File: config.mk
export PLATFORM = sky130hd
export DESIGN_NAME = clause_data
export DESIGN_NICKNAME = d
export VERILOG_FILES = /design/src/rtl/clause_data_pkg.sv /design/src/rtl/slot_capture_reg.sv /design/src/rtl/clause_data.sv
export SDC_FILE = /design/constraint.sdc
export NUM_CORES = 1
export LEC_CHECK = 0
export CELL_PAD_IN_SITES_DETAIL_PLACEMENT = 1
export CELL_PAD_IN_SITES_GLOBAL_PLACEMENT = 1
export CORE_AREA = 10 10 210 212
export DETAILED_ROUTE_END_ITERATION = 6
export DIE_AREA = 0 0 220 222
export PLACE_DENSITY_LB_ADDON = 0.25
export SLEW_MARGIN = 20
export SYNTH_ARGS = -nofsm -noshare
export SYNTH_HDL_FRONTEND = slang
export SYNTH_SLANG_ARGS = --single-unit
File: constraint.sdc
create_clock -name clk -period 10.4 [get_ports clk]
set_clock_uncertainty 0.2 [all_clocks]
set_input_delay 1.56 -clock clk [delete_from_list [all_inputs] [get_ports clk]]
set_output_delay 1.56 -clock clk [all_outputs]
set_load 0.01 [all_outputs]
File: src/rtl/clause_data_pkg.sv
// rtl/clause_data_pkg.sv - literal encodings and state-word field offsets for clause_data
package clause_data_pkg;

    localparam logic [1:0] LIT_NONE = 2'b00;
    localparam logic [1:0] LIT_NEG  = 2'b01;
    localparam logic [1:0] LIT_POS  = 2'b10;
    localparam logic [1:0] LIT_BAD  = 2'b11;

    localparam int VS_LEVEL_LSB      = 0;
    localparam int VS_VALUE_BITS     = 2;
    localparam int VS_VALUE_OUT_BITS = 3;

    localparam int LS_HAS_BKT_BIT = 0;
    localparam int LS_DCD_BIN_LSB = 1;

    // Var-state fields sit above the level field, so their offsets follow WIDTH_LVL.
    function automatic int vs_implied_bit(input int width_lvl);
        return width_lvl;
    endfunction

    function automatic int vs_value_lsb(input int width_lvl);
        return width_lvl + 1;
    endfunction

endpackage

File: src/rtl/slot_capture_reg.sv
// rtl/slot_capture_reg.sv - per-slot strobe-enabled register array with capture pulse
module slot_capture_reg #(
    parameter int NUM_SLOTS = 8,
    parameter int WIDTH     = 19
) (
    input  logic                       clk,
    input  logic                       rst,
    input  logic [NUM_SLOTS-1:0]       wr,
    input  logic [NUM_SLOTS*WIDTH-1:0] data,
    output logic [NUM_SLOTS*WIDTH-1:0] q,
    output logic                       upd
);

    for (genvar k = 0; k < NUM_SLOTS; k++) begin : g_slot
        always_ff @(posedge clk or negedge rst) begin
            if (!rst) begin
                q[k*WIDTH +: WIDTH] <= '0;
            end else if (wr[k]) begin
                q[k*WIDTH +: WIDTH] <= data[k*WIDTH +: WIDTH];
            end
        end
    end

    always_ff @(posedge clk or negedge rst) begin
        if (!rst) begin
            upd <= 1'b0;
        end else begin
            upd <= |wr;
        end
    end

endmodule

File: src/rtl/clause_data.sv
// rtl/clause_data.sv - passive capture and decode of clause, var-state and lvl-state load buses
module clause_data
    import clause_data_pkg::*;
#(
    parameter int NUM_CLAUSES_A_BIN = 8,
    parameter int NUM_VARS_A_BIN    = 8,
    parameter int NUM_LVLS_A_BIN    = 8,
    parameter int WIDTH_LVL         = 16,
    parameter int WIDTH_BIN_ID      = 10,
    parameter int WIDTH_VAR_STATES  = 19,
    parameter int WIDTH_LVL_STATES  = 11
) (
    input  logic                                       clk,
    input  logic                                       rst,
    input  logic [NUM_CLAUSES_A_BIN-1:0]               wr_carray_i,
    input  logic [2*NUM_VARS_A_BIN-1:0]                clause_i,
    input  logic [NUM_VARS_A_BIN-1:0]                  wr_var_states_i,
    input  logic [WIDTH_VAR_STATES*NUM_VARS_A_BIN-1:0] var_states_i,
    input  logic [NUM_LVLS_A_BIN-1:0]                  wr_lvl_states_i,
    input  logic [WIDTH_LVL_STATES*NUM_LVLS_A_BIN-1:0] lvl_states_i,
    output logic [NUM_CLAUSES_A_BIN-1:0]               clause_slot_o,
    output logic [NUM_VARS_A_BIN-1:0]                  lit_pos_o,
    output logic [NUM_VARS_A_BIN-1:0]                  lit_neg_o,
    output logic [3:0]                                 lit_cnt_o,
    output logic                                       lit_err_o,
    output logic                                       clause_upd_o,
    output logic [3*NUM_VARS_A_BIN-1:0]                vs_value_o,
    output logic [NUM_VARS_A_BIN-1:0]                  vs_implied_o,
    output logic [WIDTH_LVL*NUM_VARS_A_BIN-1:0]        vs_level_o,
    output logic                                       vs_upd_o,
    output logic [WIDTH_BIN_ID*NUM_LVLS_A_BIN-1:0]     ls_dcd_bin_o,
    output logic [NUM_LVLS_A_BIN-1:0]                  ls_has_bkt_o,
    output logic                                       ls_upd_o
);

    localparam int VS_IMPLIED = vs_implied_bit(WIDTH_LVL);
    localparam int VS_VAL_LSB = vs_value_lsb(WIDTH_LVL);

    logic [2*NUM_VARS_A_BIN-1:0]                clause_q;
    logic [WIDTH_VAR_STATES*NUM_VARS_A_BIN-1:0] vs_q;
    logic [WIDTH_LVL_STATES*NUM_LVLS_A_BIN-1:0] ls_q;

    always_ff @(posedge clk or negedge rst) begin
        if (!rst) begin
            clause_q      <= '0;
            clause_slot_o <= '0;
            clause_upd_o  <= 1'b0;
        end else begin
            clause_upd_o <= |wr_carray_i;
            if (|wr_carray_i) begin
                clause_q      <= clause_i;
                clause_slot_o <= wr_carray_i;
            end
        end
    end

    // An invalid pair flags the clause but contributes to neither mask nor count.
    always_comb begin
        lit_pos_o = '0;
        lit_neg_o = '0;
        lit_err_o = 1'b0;
        lit_cnt_o = 4'd0;
        for (int k = 0; k < NUM_VARS_A_BIN; k++) begin
            case (clause_q[2*k +: 2])
                LIT_POS: begin
                    lit_pos_o[k] = 1'b1;
                    lit_cnt_o    = lit_cnt_o + 4'd1;
                end
                LIT_NEG: begin
                    lit_neg_o[k] = 1'b1;
                    lit_cnt_o    = lit_cnt_o + 4'd1;
                end
                LIT_BAD: lit_err_o = 1'b1;
                default: ;
            endcase
        end
    end

    slot_capture_reg #(
        .NUM_SLOTS (NUM_VARS_A_BIN),
        .WIDTH     (WIDTH_VAR_STATES)
    ) u_vs_reg (
        .clk  (clk),
        .rst  (rst),
        .wr   (wr_var_states_i),
        .data (var_states_i),
        .q    (vs_q),
        .upd  (vs_upd_o)
    );

    slot_capture_reg #(
        .NUM_SLOTS (NUM_LVLS_A_BIN),
        .WIDTH     (WIDTH_LVL_STATES)
    ) u_ls_reg (
        .clk  (clk),
        .rst  (rst),
        .wr   (wr_lvl_states_i),
        .data (lvl_states_i),
        .q    (ls_q),
        .upd  (ls_upd_o)
    );

    for (genvar k = 0; k < NUM_VARS_A_BIN; k++) begin : g_vs
        localparam int B = k * WIDTH_VAR_STATES;
        assign vs_value_o[VS_VALUE_OUT_BITS*k +: VS_VALUE_OUT_BITS] =
            {1'b0, vs_q[B + VS_VAL_LSB +: VS_VALUE_BITS]};
        assign vs_implied_o[k] = vs_q[B + VS_IMPLIED];
        assign vs_level_o[WIDTH_LVL*k +: WIDTH_LVL] = vs_q[B + VS_LEVEL_LSB +: WIDTH_LVL];
    end

    for (genvar k = 0; k < NUM_LVLS_A_BIN; k++) begin : g_ls
        localparam int B = k * WIDTH_LVL_STATES;
        assign ls_has_bkt_o[k] = ls_q[B + LS_HAS_BKT_BIT];
        assign ls_dcd_bin_o[WIDTH_BIN_ID*k +: WIDTH_BIN_ID] = ls_q[B + LS_DCD_BIN_LSB +: WIDTH_BIN_ID];
    end

endmodule

==> results of run 1 <==
[metal layers]
metal | share of wire [%] | up-vias | track usage [%] | wire, um
met3 | 9.7 | 53 | 7.94 | 4390
met5 | 0.11 | - | 0 | 49
met2 | 52 | 295 | 31.9 | 23700
li1 | - | 3640 | - | -
met1 | 36 | 4108 | 18.6 | 16300
met4 | 1.9 | 8 | 4.69 | 867
[worst max-delay path by stage]
stage | from | endpoint | slack (ps) | cells after the start
floorplan | clause_q[0]$_DFFE_PN0P_ | lit_cnt_o[3] | 4530 | 18
global placement | clause_q[0]$_DFFE_PN0P_ | lit_cnt_o[3] | 3750 | 18
detailed placement | clause_q[0]$_DFFE_PN0P_ | lit_cnt_o[3] | 3660 | 18
CTS | clause_q[0]$_DFFE_PN0P_ | lit_cnt_o[3] | 3060 | 18
global route | clause_q[0]$_DFFE_PN0P_ | lit_cnt_o[3] | 2740 | 18
finish | clause_q[0]$_DFFE_PN0P_ | lit_cnt_o[3] | 3120 | 18
[cells by family after synthesis]
kind of cell	Yosys count
other	1
xor gates and xnor gates	13
buffers and inverters	65
AOI/OAI and AO/OA	43
and+or+nand+nor	64
DFF	267
adders and majority gates	30
muxes	241
[synth_stat cells (2+ instances only)]
| master | count | area share, % |
|---|---|---|
| o21ai_0 | 19 | 0.88 |
| o211a_1 | 2 | 0.18 |
| buf_4 | 9 | 0.62 |
| or2_2 | 2 | 0.12 |
| nor4_1 | 9 | 0.52 |
| xnor2_1 | 7 | 0.56 |
| dfrtp_1 | 267 | 62 |
| a21oi_1 | 2 | 0.092 |
| buf_1 | 8 | 0.28 |
| clkbuf_1 | 23 | 0.80 |
| xor2_1 | 4 | 0.32 |
| mux2_2 | 241 | 25 |
| nand3_1 | 6 | 0.28 |
| a21o_1 | 9 | 0.62 |
| nand2_1 | 19 | 0.66 |
| ha_1 | 30 | 3.5 |
| nor2_1 | 7 | 0.24 |
| nor2b_1 | 6 | 0.35 |
| nand2b_1 | 2 | 0.12 |
| nor3_1 | 2 | 0.092 |
| inv_1 | 22 | 0.76 |
[sequential cells by signal (all words and copies together), names as in the netlist]
name           cells
u_vs_reg.upd       1
clause_upd_o       1
u_ls_reg.q        88
u_vs_reg.q       152
clause_q          16
u_ls_reg.upd       1
clause_slot_o      8
[worst max-delay path, delay by kind of cell, from the launching register on]
kind / cells / cell delay [ps]
fa+ha+maj: 4 / 1320
compound gates: 4 / 940
flops: 1 / 380
buf+inv: 3 / 730
simple gates: 5 / 1240
xor+xnor: 2 / 370
[power groups by stage]
stage,clock network (mW),logic [mW],registers [mW]
detailed placement,0,0.738,1.21
CTS,1.20,0.742,1.19
global route,1.25,0.783,1.20
global placement,0,0.731,1.20
floorplan,0,0.244,1.25
finish,1.15,0.727,1.19
[layout make-up]
type | count | area (um^2)
repair buffers | 558 | 5610
diodes | 4 | 10.0
clock inverters | 14 | 118
fillers | 4121 | 21600
inverters | 23 | 86.3
well taps | 525 | 657
multi-input cells | 399 | 3910
clock buffers | 43 | 966
flip-flops and latches | 267 | 6680
[stage by stage]
stage / util [%] / setup slack (ps) / instances
2_1_floorplan: - / 4530 / 731
3_3_place_gp: 42.7 / 3750 / 1771
3_5_place_dp: 42.7 / 3660 / 1771
4_1_cts: 45.4 / 3060 / 1828
5_1_grt: 45.5 / 2740 / 1832
6_report: 45.5 / 3120 / 1833
==> results.ini, run 1 <==
[yosys]
synthSimpleGateAreaFrac_pct=3.25
synth_edf_count=0
synth_top_family_by_area=multiplexers
synth_area_mm2=0.0109
synth_seq_cells=267
synth_mux_area_share_pct=25.0
ys_seq_area_share_pct=61.6
syn_avg_cell_area_um2=15.0
yosysWarnings=0
syn_inst=724
synth_compound_area_share_pct=2.70
synthArstFlopShare_pct=100
synth_cell_types=49
yosys.area_share.adder_pct=3.46
synth_flop_cell=dfrtp_1
synth_xor_area_share_pct=1.31

[worst_setup_path]
r2r_cells=1
path_cells=inv_1, ha_1, ha_1, or4b_2, nand3_1, ha_1, nor2b_1, a211oi_1, nor3_1, nor2_1, inv_1, ha_1, xor2_1, a21o_1, a211o_1, a221oi_2, xor2_1, clkdlybuf4s50_1
worstPathMaxFanout=9
worst_path_most_repeated_cell=ha_1
r2r-end=u_ls_reg.q[47]$_DFFE_PN0P_
crit_path_end_kind=output port
r2r_start=u_ls_reg.q[47]$_DFFE_PN0P_
cp-start-kind=register
cpPeakStageDelay_ps=630
worstPathRequired_ps=8640
reg2reg_slack_ps=9410
critPathKind=reg -> out
cpMaxStageDelayCell=or4b_2
cp_data_arrival_time_ps=5520

[run_status]
status=finished clean

[clock_network]
clk_path_buf_depth=3
post_cts_buffers=0
cts_resized=0
cts_sinks=267
clk_latency_ps=520
tritoncts=built
clkSlewWorstSetupHoldPaths_ps=60
htree_levels=2
cts_buffers=34
hold_buffers=0
cts_root_buffer=clkbuf_16

[pwr]
p_switching_mw=0.819
ir_drop_v=0.000111
power.density_mw_per_mm2=170
p_clk_share_pct=37.6
switching_share_pct=26.7
total_power_mw=3.07
p_int_mw=2.25
pwr-share-seq_pct=38.7
combPwrFrac_pct=23.7
power.leakage_nw=7.53

[timing]
finalSetupViolCount=0
hold_viol=0
fin_crit_ps=7280
tns_ps=0
slew_headroom_pct=30.0
finalCritPeriodShare_pct=70.0
fmax_mhz=137
worst_slew_pin_slew_ps=1050
rsz0062_at_grt=false
whs_ps=279
slew_violations=0

[floorplanning]
initial_core_util_pct=27.4
dieWidth_um=220
fp.dieArea_mm2=0.0488
rows=73
chipHeight_um=222
core_mm2=0.0396
boundaryPins=562

[routing]
num_vias=8104
wl_per_cell_um=24.7
via_per_inst=4.42
first_pass_iters=4
wl_mm=45.4
ant_nets=0
drtIter0Drc=334
drc=0

[worst_hold_path]
hold_class=reg -> reg
hold_path_end=clause_slot_o[1]$_DFFE_PN0P_
hold_depth=1
min_from=clause_slot_o[1]$_DFFE_PN0P_

[global_routing]
grt_antenna_before_repair=8
grt_pass1_wl_mm=64.3
gr-total-overflow=0
grt_start_max_net_pins=139
grt_pass1_vias=8740
grt_use_total_pct=17.9

[cells_and_area]
most-common-layout-cells=551 x clkdlybuf4s50_1, 267 x dfrtp_1, 241 x mux2_2
final_nets=1595
layout_commonest_cell=clkdlybuf4s50_1
final_layout_size_suffix_gt1_share_pct=24.1
area_growth_pct=66.1
fin_area_mm2=0.0180

[place]
gp_congestion=0.805
placed_area_mm2=0.0169
portBuffers=553
dpl.hpwl_mm=36.3

[run]
maxCapViolCount=0

No activity file was read; power rests on OpenSTA's default activity.
==> inputs of run 2 (changes only) <==
- CORE_AREA: 10 10 210 212 -> unset
- CORE_MARGIN: unset -> 10
- CORE_UTILIZATION: unset -> 28
- DIE_AREA: 0 0 220 222 -> unset
- clock period: 10.4 -> 6.2 ns (I/O delays scaled with it)
==> results.ini, run 2 (same netlist as run 1, synthesis figures left out) <==
[run_status]
status=finished clean  ; unchanged

[cells_and_area]
multi_input_area_mm2=0.00393  ; was 0.00391 mm^2
fill_cells=3951  ; was 4121
most-common-layout-cells=547 x clkdlybuf4s50_1, 267 x dfrtp_1, 241 x mux2_2  ; was 551 x clkdlybuf4s50_1, 267 x dfrtp_1, 241 x mux2_2
final_nets=1596  ; was 1595
final_layout_size_suffix_gt1_share_pct=24.7  ; was 24.1%
fin_area_mm2=0.0181  ; was 0.0180 mm^2
area_growth_pct=67.0  ; was 66.1%
layout_commonest_cell=clkdlybuf4s50_1  ; unchanged
regMostFlops=u_vs_reg.q  ; unchanged
largest_reg_flops=152  ; unchanged
reg_top3=u_vs_reg.q (152), u_ls_reg.q (88), clause_q (16)  ; unchanged
seq_area_mm2=0.00668  ; unchanged
final_util_pct=47.1  ; was 45.5%

[pwr]
p_clk_share_pct=38.9  ; was 37.6%
ir_drop_v=0.000151  ; was 0.000111 V
total_power_mw=5.28  ; was 3.07 mW
combPwrFrac_pct=23.3  ; was 23.7%
pwr-share-seq_pct=37.8  ; was 38.7%
power.leakage_nw=7.58  ; was 7.53 nW
p_int_mw=3.93  ; was 2.25 mW
power.density_mw_per_mm2=291  ; was 170 mW/mm^2
switching_share_pct=25.6  ; was 26.7%
p_switching_mw=1.35  ; was 0.819 mW

[floorplanning]
fp.dieArea_mm2=0.0470  ; was 0.0488 mm^2
boundaryPins=562  ; unchanged
dieWidth_um=217  ; was 220 um
chipHeight_um=217  ; was 222 um
core_mm2=0.0385  ; was 0.0396 mm^2
initial_core_util_pct=28.2  ; was 27.4%
rows=72  ; was 73

[routing]
drtIter0Drc=216  ; was 334
wl_mm=45.7  ; was 45.4 mm
num_vias=8151  ; was 8104
ant_nets=0  ; unchanged
wl_per_cell_um=25.0  ; was 24.7 um
via_per_inst=4.46  ; was 4.42
first_pass_iters=4  ; unchanged
drc=0  ; unchanged

[timing]
whs_ps=172  ; was 279 ps
hold_viol=0  ; unchanged
fmax_mhz=169
slew_headroom_pct=29.7  ; was 30.0%
finalSetupViolCount=0  ; unchanged
finalCritPeriodShare_pct=95.7
rsz0062_at_grt=true  ; was false
worst_slew_pin_slew_ps=1050  ; about the same
fin_crit_ps=5930
slew_violations=0  ; unchanged

[place]
dpl.hpwl_mm=36.8  ; was 36.3 mm
gp_congestion=0.804  ; was 0.805
placed_area_mm2=0.0169  ; about the same
portBuffers=553  ; unchanged

[worst_setup_path]
worst_path_most_repeated_cell=ha_1  ; unchanged
cpPeakStageDelay_ps=660  ; was 630 ps
cp-start-kind=register  ; unchanged
crit_path_end_kind=output port  ; unchanged
critPathKind=reg -> out  ; unchanged
path_cells=inv_1, ha_2, ha_1, nor2b_1, or4b_2, nand3_2, ha_1, or2_2, o211a_1, nor3_2, nor2_2, inv_1, ha_1, xor2_1, nand3_1, a211o_1, a221oi_2, xor2_1, clkbuf_2  ; was inv_1, ha_1, ha_1, or4b_2, nand3_1, ha_1, nor2b_1, a211oi_1, nor3_1, nor2_1, inv_1, ha_1, xor2_1, a21o_1, a211o_1, a221oi_2, xor2_1, clkdlybuf4s50_1
worstPathRequired_ps=5070  ; was 8640 ps
worstPathMaxFanout=5  ; was 9
cpMaxStageDelayCell=or4b_2  ; unchanged
cp_data_arrival_time_ps=4800  ; was 5520 ps

[clock_network]
cts_buffers=34  ; unchanged
clk_latency_ps=500  ; was 520 ps
hold_buffers=0  ; unchanged
tritoncts=built  ; unchanged
clk_path_buf_depth=3  ; unchanged
htree_levels=2  ; unchanged
cts_root_buffer=clkbuf_16  ; unchanged
cts_sinks=267  ; unchanged
clkSlewWorstSetupHoldPaths_ps=50  ; was 60 ps

[global_routing]
gr-total-overflow=0  ; unchanged
grt_use_total_pct=18.6  ; was 17.9%
grt_pass1_wl_mm=65.2  ; was 64.3 mm
grt_pass1_vias=9015  ; was 8740
grt_start_max_net_pins=125  ; was 139
grt_antenna_before_repair=8  ; unchanged

[worst_hold_path]
hold_class=in -> async  ; was reg -> reg

[run]
maxCapViolCount=0  ; unchanged

run 2: cell types whose count changed in the layout (fill, tap and decap cells not counted), moves of 2 or more:
cell | before | now
ha_1 | 30 | 28
clkinvlp_4 | 0 | 2
clkbuf_1 | 2 | 4
clkdlybuf4s50_1 | 551 | 547
bufinv_16 | 1 | 4
ha_2 | 0 | 2
clkinv_2 | 10 | 4
clkbuf_8 | 6 | 9
run 2: repair_timing:
| action | 4_1_cts | 5_1_grt |
|---|---|---|
| endpoints found under the setup margin | 3 | 3 |
| resized for setup | 7 | 5 |
| setup buffers | 1 | 0 |
| pin swaps | 1 | 1 |
run 2: per-layer routing:
| layer | vias to the layer above | share of wire, % | global-route usage [%] | routed length (um) |
|---|---|---|---|---|
| li1 | 3641 | - | - | - |
| met1 | 4130 | 36 | 19.6 | 16600 |
| met2 | 301 | 52 | 33.4 | 23600 |
| met3 | 67 | 9.6 | 8.13 | 4400 |
| met4 | 12 | 2.5 | 4.92 | 1120 |
| met5 | - | 0.14 | 0 | 62 |
run 2: power by group through the flow:
stage               Clock (mW)  Sequential [mW]  Combinational, mW
floorplan                    0             2.10              0.409
global placement             0             2.01               1.23
detailed placement           0             2.03               1.25
CTS                       2.13             2.00               1.26
global route              2.21             2.02               1.33
finish                    2.05             1.99               1.23
run 2: critical path, delay by kind of cell (launching register included):
family	cells	cell delay, ps
simple gates	7	1540
xor+xnor	2	370
compound gates	3	710
fa+ha+maj	4	970
buf+inv	3	300
flops	1	390
run 2: path summary, 6_finish.rpt:
kind                                                end  cells after the start                          from  slack [ps]
setup / recovery                           lit_cnt_o[3]                     19       clause_q[0]$_DFFE_PN0P_         270
hold / removal               u_ls_reg.q[54]$_DFFE_PN0P_                      1                           rst         170
setup reg to reg             u_ls_reg.q[30]$_DFFE_PN0P_                      1    u_ls_reg.q[30]$_DFFE_PN0P_        5220
hold reg to reg            clause_slot_o[1]$_DFFE_PN0P_                      1  clause_slot_o[1]$_DFFE_PN0P_         280
max in group asynchronous    u_vs_reg.q[87]$_DFFE_PN0P_                      2                           rst        4470
min in group clk           clause_slot_o[1]$_DFFE_PN0P_                      1  clause_slot_o[1]$_DFFE_PN0P_         280
run 2: through the flow:
step	cells	setup WS (ps)	setup TNS (ps)
4_1_cts	1825	27.4	0
2_1_floorplan	731	962	0
3_5_place_dp	1765	115	0
3_3_place_gp	1765	280	0
6_report	1829	266	0
5_1_grt	1826	-73.0	-73.0
run 2: cell type report:
cell class / count / area share, %
Antenna cell: 4 / 0.0552
Clock buffer: 48 / 5.60
Clock inverter: 11 / 0.904
Inverter: 23 / 0.476
Multi-Input combinational cell: 399 / 21.7
Sequential cell: 267 / 36.9
Tap cell: 518 / 3.58
Timing Repair Buffer: 559 / 30.8
